### src/rtl/cam_pkg.sv
// Shared definitions for the DVP camera capture block.
// Holds parameter defaults, RGB565 field widths and the capture FSM state type.
package cam_pkg;

  localparam int H_ACTIVE_DEF    = 800;
  localparam int V_ACTIVE_DEF    = 480;
  localparam int SKIP_FRAMES_DEF = 10;

  localparam int R_W   = 5;
  localparam int G_W   = 6;
  localparam int B_W   = 5;
  localparam int PIX_W = R_W + G_W + B_W;

  typedef enum logic [1:0] {
    ST_WAIT_VS = 2'd0,
    ST_SKIP    = 2'd1,
    ST_CAPTURE = 2'd2
  } cam_state_t;

endpackage

### src/rtl/camera_capture_module_if.sv
// Pixel FIFO write port between the capture block (master) and the FIFO (slave).
interface camera_capture_module_if;
  import cam_pkg::*;

  // Handshake: fifo_wr_en is a one-cycle write strobe carrying fifo_wr_data.
  // fifo_full high in a cycle means a strobe at the next rising edge would be lost,
  // so the master suppresses it and reports the drop instead.
  logic             fifo_wr_en;
  logic [PIX_W-1:0] fifo_wr_data;
  logic             fifo_full;

  modport master (output fifo_wr_en, output fifo_wr_data, input fifo_full);
  modport slave  (input fifo_wr_en, input fifo_wr_data, output fifo_full);

endinterface

### src/rtl/dvp_input_sync.sv
// Registers the raw DVP pins once and derives VSYNC-rise / HREF-fall from the registered copies.
module dvp_input_sync (
  input  logic       CLK,
  input  logic       RST,
  input  logic       VSYNC,
  input  logic       HREF,
  input  logic [7:0] cam_data,
  output logic       vsync_q,
  output logic       href_q,
  output logic [7:0] data_q,
  output logic       vs_rise,
  output logic       href_fall
);

  logic vsync_d;
  logic href_d;

  always_ff @(posedge CLK) begin
    if (RST) begin
      vsync_q <= 1'b0;
      href_q  <= 1'b0;
      data_q  <= 8'd0;
      vsync_d <= 1'b0;
      href_d  <= 1'b0;
    end else begin
      vsync_q <= VSYNC;
      href_q  <= HREF;
      data_q  <= cam_data;
      vsync_d <= vsync_q;
      href_d  <= href_q;
    end
  end

  assign vs_rise   = vsync_q & ~vsync_d;
  assign href_fall = href_d & ~href_q;

endmodule

### src/rtl/camera_capture_module.sv
// DVP camera capture: skips settling frames, pairs bytes into RGB565 pixels and
// writes the active window into a pixel FIFO, flagging drops on fifo_full.
module camera_capture_module
  import cam_pkg::*;
#(
  parameter int H_ACTIVE    = H_ACTIVE_DEF,
  parameter int V_ACTIVE    = V_ACTIVE_DEF,
  parameter int SKIP_FRAMES = SKIP_FRAMES_DEF
) (
  input  logic                           CLK,
  input  logic                           RST,
  input  logic                           VSYNC,
  input  logic                           HREF,
  input  logic [7:0]                     cam_data,
  camera_capture_module_if.master        fifo,
  output logic                           frame_start,
  output logic [7:0]                     frame_cnt,
  output logic                           overflow,
  output cam_state_t                     dbg_state
);

  localparam int COL_W = $clog2(H_ACTIVE + 1);
  localparam int ROW_W = $clog2(V_ACTIVE + 1);

  logic       vsync_q, href_q, vs_rise, href_fall;
  logic [7:0] data_q;

  dvp_input_sync u_sync (
    .CLK       (CLK),
    .RST       (RST),
    .VSYNC     (VSYNC),
    .HREF      (HREF),
    .cam_data  (cam_data),
    .vsync_q   (vsync_q),
    .href_q    (href_q),
    .data_q    (data_q),
    .vs_rise   (vs_rise),
    .href_fall (href_fall)
  );

  cam_state_t       state, state_nxt;
  logic [8:0]       skip_cnt;
  logic             enter_frame;
  logic [COL_W-1:0] col;
  logic [ROW_W-1:0] row;
  logic             byte_phase;
  logic             line_has_pix;
  logic [7:0]       hi_byte;
  logic             active;
  logic             in_window;

  assign dbg_state = state;
  assign active    = (state == ST_CAPTURE) && !vsync_q;
  assign in_window = (col < COL_W'(H_ACTIVE)) && (row < ROW_W'(V_ACTIVE));

  always_ff @(posedge CLK) begin
    if (RST) state <= ST_WAIT_VS;
    else     state <= state_nxt;
  end

  // skip_cnt counts every VSYNC rise seen before capture, including the one leaving WAIT_VS.
  always_comb begin
    state_nxt   = state;
    enter_frame = 1'b0;
    case (state)
      ST_WAIT_VS: if (vs_rise) begin
        if (SKIP_FRAMES == 0) begin
          state_nxt   = ST_CAPTURE;
          enter_frame = 1'b1;
        end else begin
          state_nxt = ST_SKIP;
        end
      end
      ST_SKIP: if (vs_rise && skip_cnt == 9'(SKIP_FRAMES)) begin
        state_nxt   = ST_CAPTURE;
        enter_frame = 1'b1;
      end
      ST_CAPTURE: enter_frame = vs_rise;
      default:    state_nxt = ST_WAIT_VS;
    endcase
  end

  always_ff @(posedge CLK) begin
    if (RST) begin
      skip_cnt <= 9'd0;
    end else if (vs_rise && state != ST_CAPTURE) begin
      skip_cnt <= skip_cnt + 9'd1;
    end
  end

  always_ff @(posedge CLK) begin
    if (RST) begin
      fifo.fifo_wr_en   <= 1'b0;
      fifo.fifo_wr_data <= '0;
      frame_start       <= 1'b0;
      frame_cnt         <= 8'd0;
      overflow          <= 1'b0;
      col               <= '0;
      row               <= '0;
      byte_phase        <= 1'b0;
      line_has_pix      <= 1'b0;
      hi_byte           <= 8'd0;
    end else begin
      fifo.fifo_wr_en <= 1'b0;
      frame_start     <= 1'b0;
      if (enter_frame) begin
        frame_start  <= 1'b1;
        frame_cnt    <= frame_cnt + 8'd1;
        overflow     <= 1'b0;
        col          <= '0;
        row          <= '0;
        byte_phase   <= 1'b0;
        line_has_pix <= 1'b0;
      end else begin
        if (active && href_q) begin
          byte_phase <= ~byte_phase;
          if (!byte_phase) begin
            hi_byte <= data_q;
          end else begin
            line_has_pix <= 1'b1;
            if (col < COL_W'(H_ACTIVE)) col <= col + 1'b1;
            // A dropped pixel still consumes its column so later pixels keep their position.
            if (in_window) begin
              if (fifo.fifo_full) begin
                overflow <= 1'b1;
              end else begin
                fifo.fifo_wr_en   <= 1'b1;
                fifo.fifo_wr_data <= {hi_byte, data_q};
              end
            end
          end
        end else begin
          byte_phase <= 1'b0;
        end
        if (active && href_fall) begin
          col          <= '0;
          line_has_pix <= 1'b0;
          if (line_has_pix && row < ROW_W'(V_ACTIVE)) row <= row + 1'b1;
        end
      end
    end
  end

endmodule

### src/flat_wrapper.sv
// flat-port wrapper written by rule: the top's interface ports become plain ports
module camera_capture_module_flat import cam_pkg::*;
#(
  parameter int H_ACTIVE    = H_ACTIVE_DEF,
  parameter int V_ACTIVE    = V_ACTIVE_DEF,
  parameter int SKIP_FRAMES = SKIP_FRAMES_DEF
)
  (CLK, RST, VSYNC, HREF, cam_data, frame_start, frame_cnt, overflow, dbg_state, fifo_fifo_wr_en, fifo_fifo_wr_data, fifo_fifo_full);
  camera_capture_module_if fifo_i ();
  input  logic CLK;
  input  logic RST;
  input  logic VSYNC;
  input  logic HREF;
  input  logic [7:0] cam_data;
  output logic frame_start;
  output logic [7:0] frame_cnt;
  output logic overflow;
  output cam_state_t dbg_state;
  output wire logic [$bits(fifo_i.fifo_wr_en)-1:0] fifo_fifo_wr_en;
  output wire logic [$bits(fifo_i.fifo_wr_data)-1:0] fifo_fifo_wr_data;
  input wire logic [$bits(fifo_i.fifo_full)-1:0] fifo_fifo_full;
  assign fifo_fifo_wr_en = fifo_i.fifo_wr_en;
  assign fifo_fifo_wr_data = fifo_i.fifo_wr_data;
  assign fifo_i.fifo_full = fifo_fifo_full;
  camera_capture_module #(.H_ACTIVE(H_ACTIVE), .V_ACTIVE(V_ACTIVE), .SKIP_FRAMES(SKIP_FRAMES)) u_core (.CLK(CLK), .RST(RST), .VSYNC(VSYNC), .HREF(HREF), .cam_data(cam_data), .fifo(fifo_i), .frame_start(frame_start), .frame_cnt(frame_cnt), .overflow(overflow), .dbg_state(dbg_state));
endmodule
### config.mk
export PLATFORM = sky130hd
export DESIGN_NAME = camera_capture_module_flat
export DESIGN_NICKNAME = d
export VERILOG_FILES = /design/src/rtl/cam_pkg.sv /design/src/rtl/camera_capture_module_if.sv /design/src/rtl/dvp_input_sync.sv /design/src/rtl/camera_capture_module.sv /design/src/flat_wrapper.sv
export SDC_FILE = /design/constraint.sdc
export NUM_CORES = 1
export LEC_CHECK = 0
export CAP_MARGIN = 25
export CORE_AREA = 2 2 81 83
export CTS_CLUSTER_DIAMETER = 150
export CTS_CLUSTER_SIZE = 25
export DETAILED_ROUTE_END_ITERATION = 8
export DIE_AREA = 0 0 83 85
export PLACE_DENSITY_LB_ADDON = 0.3
export SKIP_LAST_GASP = 1
export SYNTH_ARGS = -nofsm -noshare
export SYNTH_HDL_FRONTEND = slang
export SYNTH_SLANG_ARGS = --single-unit
### constraint.sdc
create_clock -name CLK -period 2.3 [get_ports CLK]
set_input_delay 0.575 -clock CLK [delete_from_list [all_inputs] [get_ports CLK]]
set_output_delay 0.575 -clock CLK [all_outputs]
set_load 0.02 [all_outputs]
## Word level (Yosys, flattened, before mapping)

Cells that the tools add are included.

- Word-level logic and storage cells: 66
- Memories: 0
- ROM bits: 0
- Register bits after elaboration: 79
- Bits in latches: 0
- Bits in writable memories: 0
- Output and inout port bits: 29

- Bitwise gates (word level): 10
- Order comparisons: 2
- Eq/ne operators: 6
- Muxes and demuxes: 7
- Divide/modulo/power cells: 0
- Add/subtract/negate cells: 4
- Shift-type cells: 0
- $mul: 0
- Reduce and logical (&&, ||, !) cells: 20

Operator list:

| cell | number |
|---|---|
| $add A9 B1 Y9 const B | 2 |
| $add A10 B1 Y10 const B | 1 |
| $lt A10 B10 Y1 const B | 1 |
| $eq A9 B4 Y1 const B | 1 |
| $lt A9 B9 Y1 const B | 1 |
| $reduce_and A3 Y1 | 3 |
| $add A8 B1 Y8 const B | 1 |
| $not A1 Y1 | 8 |
| $logic_and A1 B1 Y1 | 7 |
| $pmux W2 S3 | 1 |
| $reduce_or A3 Y1 | 2 |
| $reduce_and A5 Y1 | 1 |
| $reduce_or A5 Y1 | 1 |
| $mux W2 | 2 |
| $ne A2 B1 Y1 const B | 2 |
| $reduce_and A2 Y1 | 2 |
| $reduce_and A4 Y1 | 1 |
| $mux W1 | 3 |
| $and A1 B1 Y1 | 2 |
| $eq A2 B1 Y1 const B | 1 |
| $eq A2 B2 Y1 const B | 1 |
| $logic_not A2 Y1 | 1 |
| $ne A2 B2 Y1 const B | 1 |
| $pmux W1 S2 | 1 |
| other kinds (2) | 2 |

## Logic depth before layout (Yosys ltp)

Gate-level depths: netlist of the first run.

- Depth after elaboration: 7
- Depth in mapped cells: 9
- Mapped depth without buffers: 6

## Hierarchy

A second synthesis of the first run with hierarchy kept.

- Cells, all modules: 350
- Area total of the unflattened synthesis: 3447.1 um^2

By module, submodules not included:

| module | times used | area each (um^2) | cells each | seq. area each (um^2) |
|---|---|---|---|---|
| camera_capture_module | 1 | 3067.9 | 323 | 1341.3 |
| dvp_input_sync | 1 | 379.1 | 27 | 240.2 |

## Worst setup path after synthesis of the first run

Ideal clock, no wire load.

- Kind: register to register
- Start: reg u_core.state[0] (netlist: u_core.dbg_state[0])
- End: reg u_core.col[6]
- Stages on the path, launching flop included: 8
- Path buffers: 1
- Data arrival time: 1.942 ns
- Library setup time: 0.066 ns
- Setup slack: 0.292 ns
- Cell sequence: dfxtp_1 -> inv_1 -> ha_1 -> and4b_1 -> a311o_1 -> or2_1 -> buf_2 -> a21oi_2

- Longest elaborated chain between the ends: 4
- Elaborated cells between the ends (all ways): 8
- Classes of those cells: 2 x eq/ne; 1 x mux; 5 x reduce/logical

Ends and longest elaborated chain:

| element | RTL line | source |
|---|---|---|
| start: declaration | camera_capture_module.sv:41 | `cam_state_t state, state_nxt;` |
| start signal: assignment | camera_capture_module.sv:58 | `else state <= state_nxt;` |
| branches (longest 4 deep; another with $reduce_or A3 Y1) | - |  |
| end signal: assignment | camera_capture_module.sv:121 | `if (col < COL_W'(H_ACTIVE)) col <= col + 1'b1;` |
| end: declaration | camera_capture_module.sv:44 | `logic [COL_W-1:0] col;` |

Parallel ways; which one is timed is not known.
A chain may end at the register's enable or synchronous reset.

## Final worst setup path of the first run

- Start: reg u_core.state[0] (netlist: u_core.dbg_state[0])
- End: reg u_core.frame_cnt[6]

- Longest elaborated chain between the ends: 2
- Elaborated cells between the ends (all ways): 3
- Classes of those cells: 2 x eq/ne; 1 x mux

Ends and longest elaborated chain:

| element | RTL line | source |
|---|---|---|
| $eq A2 B2 Y1 or $eq A2 B1 Y1 (tied branches) | camera_capture_module.sv:65 | `case (state)` |
| $pmux W1 S2 (*) | camera_capture_module.sv:65 |  |
| end signal: assignment | camera_capture_module.sv:108 | `frame_cnt <= frame_cnt + 8'd1;` |
| end: declaration | camera_capture_module.sv:17 | `output logic [7:0] frame_cnt,` |

Mark *: on every way between the ends. The rest lies on a longest branch, timed or not.

==> results.py, run 1 <==
metrics = {
    "timing": {
        "finalClockSkew_ps": 7.32,
        "fmax_ghz": 0.478,
        "finalCritPeriodShare": 0.910,
        "finalSetupViolations": 0,
        "min_period_ps": 2090,
        "hold_ws_ps": 450,
        "hold_viol_final": 0,
        "rsz0062_at_grt": "false",
        "slew_violations": 0,
        "finalSetupTns_ps": 0,
        "slew_headroom": 0.581,
        "worst-slew-pin-transition_ps": 626,
    },
    "global_routing": {
        "antenna_found_initial": 0,
        "gr-total-overflow": 0,
        "grt_max_degree": 59,
        "grt_pass1_vias": 2288,
        "grt.total_usage": 0.177,
        "grt_pass1_wl_um": 10200,
    },
    "route": {
        "top_layer_used": "met4",
        "ant_nets": 0,
        "vias": 2447,
        "wl_met2_um": 2790,
        "wire_per_inst_um": 13.1,
        "drc": 0,
        "drt_iter0_markers": 96,
        "met3WireLength_um": 151,
        "viasPerCell": 5.32,
        "wirelength_um": 6000,
        "drt-met1-wl_um": 2960,
        "drt_pre_antenna_iters": 4,
    },
    "power": {
        "power_density_nw_per_um2": 653,
        "p_int_mw": 1.98,
        "p_leak_nw": 1.52,
        "pwr-share-clk": 0.395,
        "combPwrFrac": 0.058,
        "seqPwrFrac": 0.548,
        "p_sw_frac": 0.228,
        "p_switching_mw": 0.585,
        "vdd_drop_max_v": 0.000343,
    },
    "clock_network": {
        "clockRootBuffer": "clkbuf_8",
        "cts_hold_buffers": 0,
        "clk_pin_slew_ps": 80,
        "cts_setup_buffers": 0,
        "clock_latency_ps": 340,
        "post_cts_resized": 0,
        "clockBufferDepth": 2,
        "cts-buffers-inserted": 9,
        "cts_tree": "done",
        "clock_sinks": 79,
        "htreeDepth": 3,
    },
    "logic_synthesis": {
        "avgSynthCellArea_um2": 9.71,
        "synthCells": 335,
        "synth_area_leaders": "dfxtp_1, mux2i_1, nor2_1",
        "syn_nets": 356,
        "synth_common_cells": "dfxtp_1, nor2_1, nand2_1",
        "synth_most_common_cell": "dfxtp_1",
        "synth_top_area_cell": "dfxtp_1",
        "ys_warn_count": 0,
        "ys_async_sr_fraction": 0,
        "synth_flop_cell": "dfxtp_1",
        "yosys_register_bits": 79,
        "synth-seq-area-share": 0.486,
        "synth.distinct_cells": 48,
        "synth_edf_count": 0,
        "yosysTopAreaCellShare": 0.486,
        "syn_area_um2": 3250,
    },
    "floorplanning": {
        "row_count": 29,
        "core_area_um2": 6200,
        "start_util": 0.524,
        "fp.dieW_um": 83,
        "ios": 42,
        "die_area_um2": 7060,
        "die_h_um": 85,
    },
    "finish": {
        "ff_latch_area_um2": 1580,
        "nFillCells": 525,
        "drive_gt1_frac": 0.0940,
        "final_net_count": 399,
        "diodes": 0,
        "syn_to_final_growth_pct": 20.9,
        "multi_input_area_um2": 1570,
    },
    "placed_design": {
        "gp_congestion": 0.812,
        "port_buffers": 41,
        "place_hpwl_um": 4110,
    },
    "worst_setup_path": {
        "crit_family": "simple AND/OR/NAND/NOR gates",
        "crit_path_end_kind": "flop",
        "cp.required_ps": 2530,
        "critPathLaunchType": "flop",
        "worst_ep_arrival_time_ps": 2330,
        "crit_buf_inv": 1,
        "path_class": "reg -> reg",
        "path_max_fanout": 14,
        "max_stage_delay_ps": 390,
        "cpMaxStageDelayCell": "dfxtp_1",
        "crit_chain": "inv_1, ha_1, and4b_1, a31oi_2, nor4b_2, mux2_2",
    },
    "worst_hold_path": {
        "min_path_type": "reg -> reg",
    },
    "run_status": {
        "status": "finished, final reports clean",
    },
    "run": {
        "maxCapViolCount": 0,
    },
}
==> cell usage in the layout (no fill, tap or decap), types with 6 or more instances in the layout <==
cell type         n
dfxtp_1          79
nor2_1           49
clkdlybuf4s50_1  40
nand2_1          26
a21oi_1          19
mux2i_1          19
nor2b_1          13
xor2_1           12
nand3_1          11
clkbuf_8         10
o21ai_0           8
or3_1             8
ha_1              8
inv_1             7
xnor2_1           6
==> power by group through the flow <==
stage	sequential, mW	clock (mW)	combinational (mW)
floorplan	1.44	0	0.0854
finish	1.41	1.01	0.148
CTS	1.41	1.03	0.150
global placement	1.44	0	0.147
detailed placement	1.44	0	0.149
global route	1.41	1.09	0.167
==> cell type report <==
class                           instances  share of cell area
Multi-Input combinational cell        235               0.400
Clock inverter                          6              0.0153
Timing Repair Buffer                   46               0.116
Clock buffer                           10              0.0350
Sequential cell                        79               0.402
Inverter                                7             0.00669
Tap cell                               77              0.0245
==> metrics by stage <==
stage                util  total power [mW]  cells  setup slack (ps)  area (µm²)
CTS                 0.632              2.59    460               144        3920
global route        0.633              2.67    460              40.7        3930
floorplan               -              1.53    335               292        3250
detailed placement  0.601              1.59    444               155        3730
finish              0.633              2.57    460               207        3930
global placement    0.601              1.58    444               268        3730
==> worst reg2reg max path, delay by kind of cell, from the launching register on <==
| kind | cells | cell delay, ps |
|---|---|---|
| AND/OR/NAND/NOR | 2 | 600 |
| flip-flops | 1 | 390 |
| multiplexers | 1 | 360 |
| adder cells (fa/ha/maj) | 1 | 300 |
| AO/OA/AOI/OAI | 1 | 270 |
| buffers and inverters | 1 | 80 |
==> routing by layer <==
layer  track usage  vias up
met4        0.0864        0
met3        0.0321        9
met2         0.284       32
met1         0.230     1155
met5             0        -
li1              -     1251
==> flip-flops by register name, indices dropped and copies added (netlist names), 2 cells and up <==
register                  count
u_core.row                    9
u_core.u_sync.data_q          8
u_core.fifo.fifo_wr_data     16
u_core.skip_cnt               9
u_core.frame_cnt              8
u_core.hi_byte                8
u_core.dbg_state              2
u_core.col                   10
==> cell families (layout without fill, tap and decap cells) <==
| logic type | count (synthesis) | count (layout) | synth area share |
|---|---|---|---|
| and+or+nand+nor | 147 | 147 | 0.253 |
| DFF | 79 | 79 | 0.486 |
| AOI/OAI and AO/OA | 41 | 41 | 0.0839 |
| muxes | 21 | 21 | 0.0654 |
| buffers and inverters | 21 | 69 | 0.0319 |
| xor gates and xnor gates | 18 | 18 | 0.0485 |
| adders and majority gates | 8 | 8 | 0.0308 |
==> path summary, 6_finish.rpt <==
kind	end	from	slack [ps]	cells past startpoint
max	u_core.frame_cnt[6]	u_core.dbg_state[0]	210	6
min	u_core.hi_byte[0]	u_core.u_sync.data_q[0]	450	2
max reg2reg	u_core.frame_cnt[6]	u_core.dbg_state[0]	210	6
min reg2reg	u_core.hi_byte[0]	u_core.u_sync.data_q[0]	450	2
(Power assumes the default switching activity.)
==> inputs of run 2 (changes only) <==
- SKIP_CTS_REPAIR_TIMING: not set -> 1
==> results of run 2 <==
Same layout as run 1: the final DEF is identical, and so are final timing and power.
==> inputs of run 3 (changes only) <==
- CAP_MARGIN: 25 -> not set
- SLEW_MARGIN: not set -> 20
==> results of run 3 <==
Same layout as run 1: the final DEF is identical, and so are final timing and power.
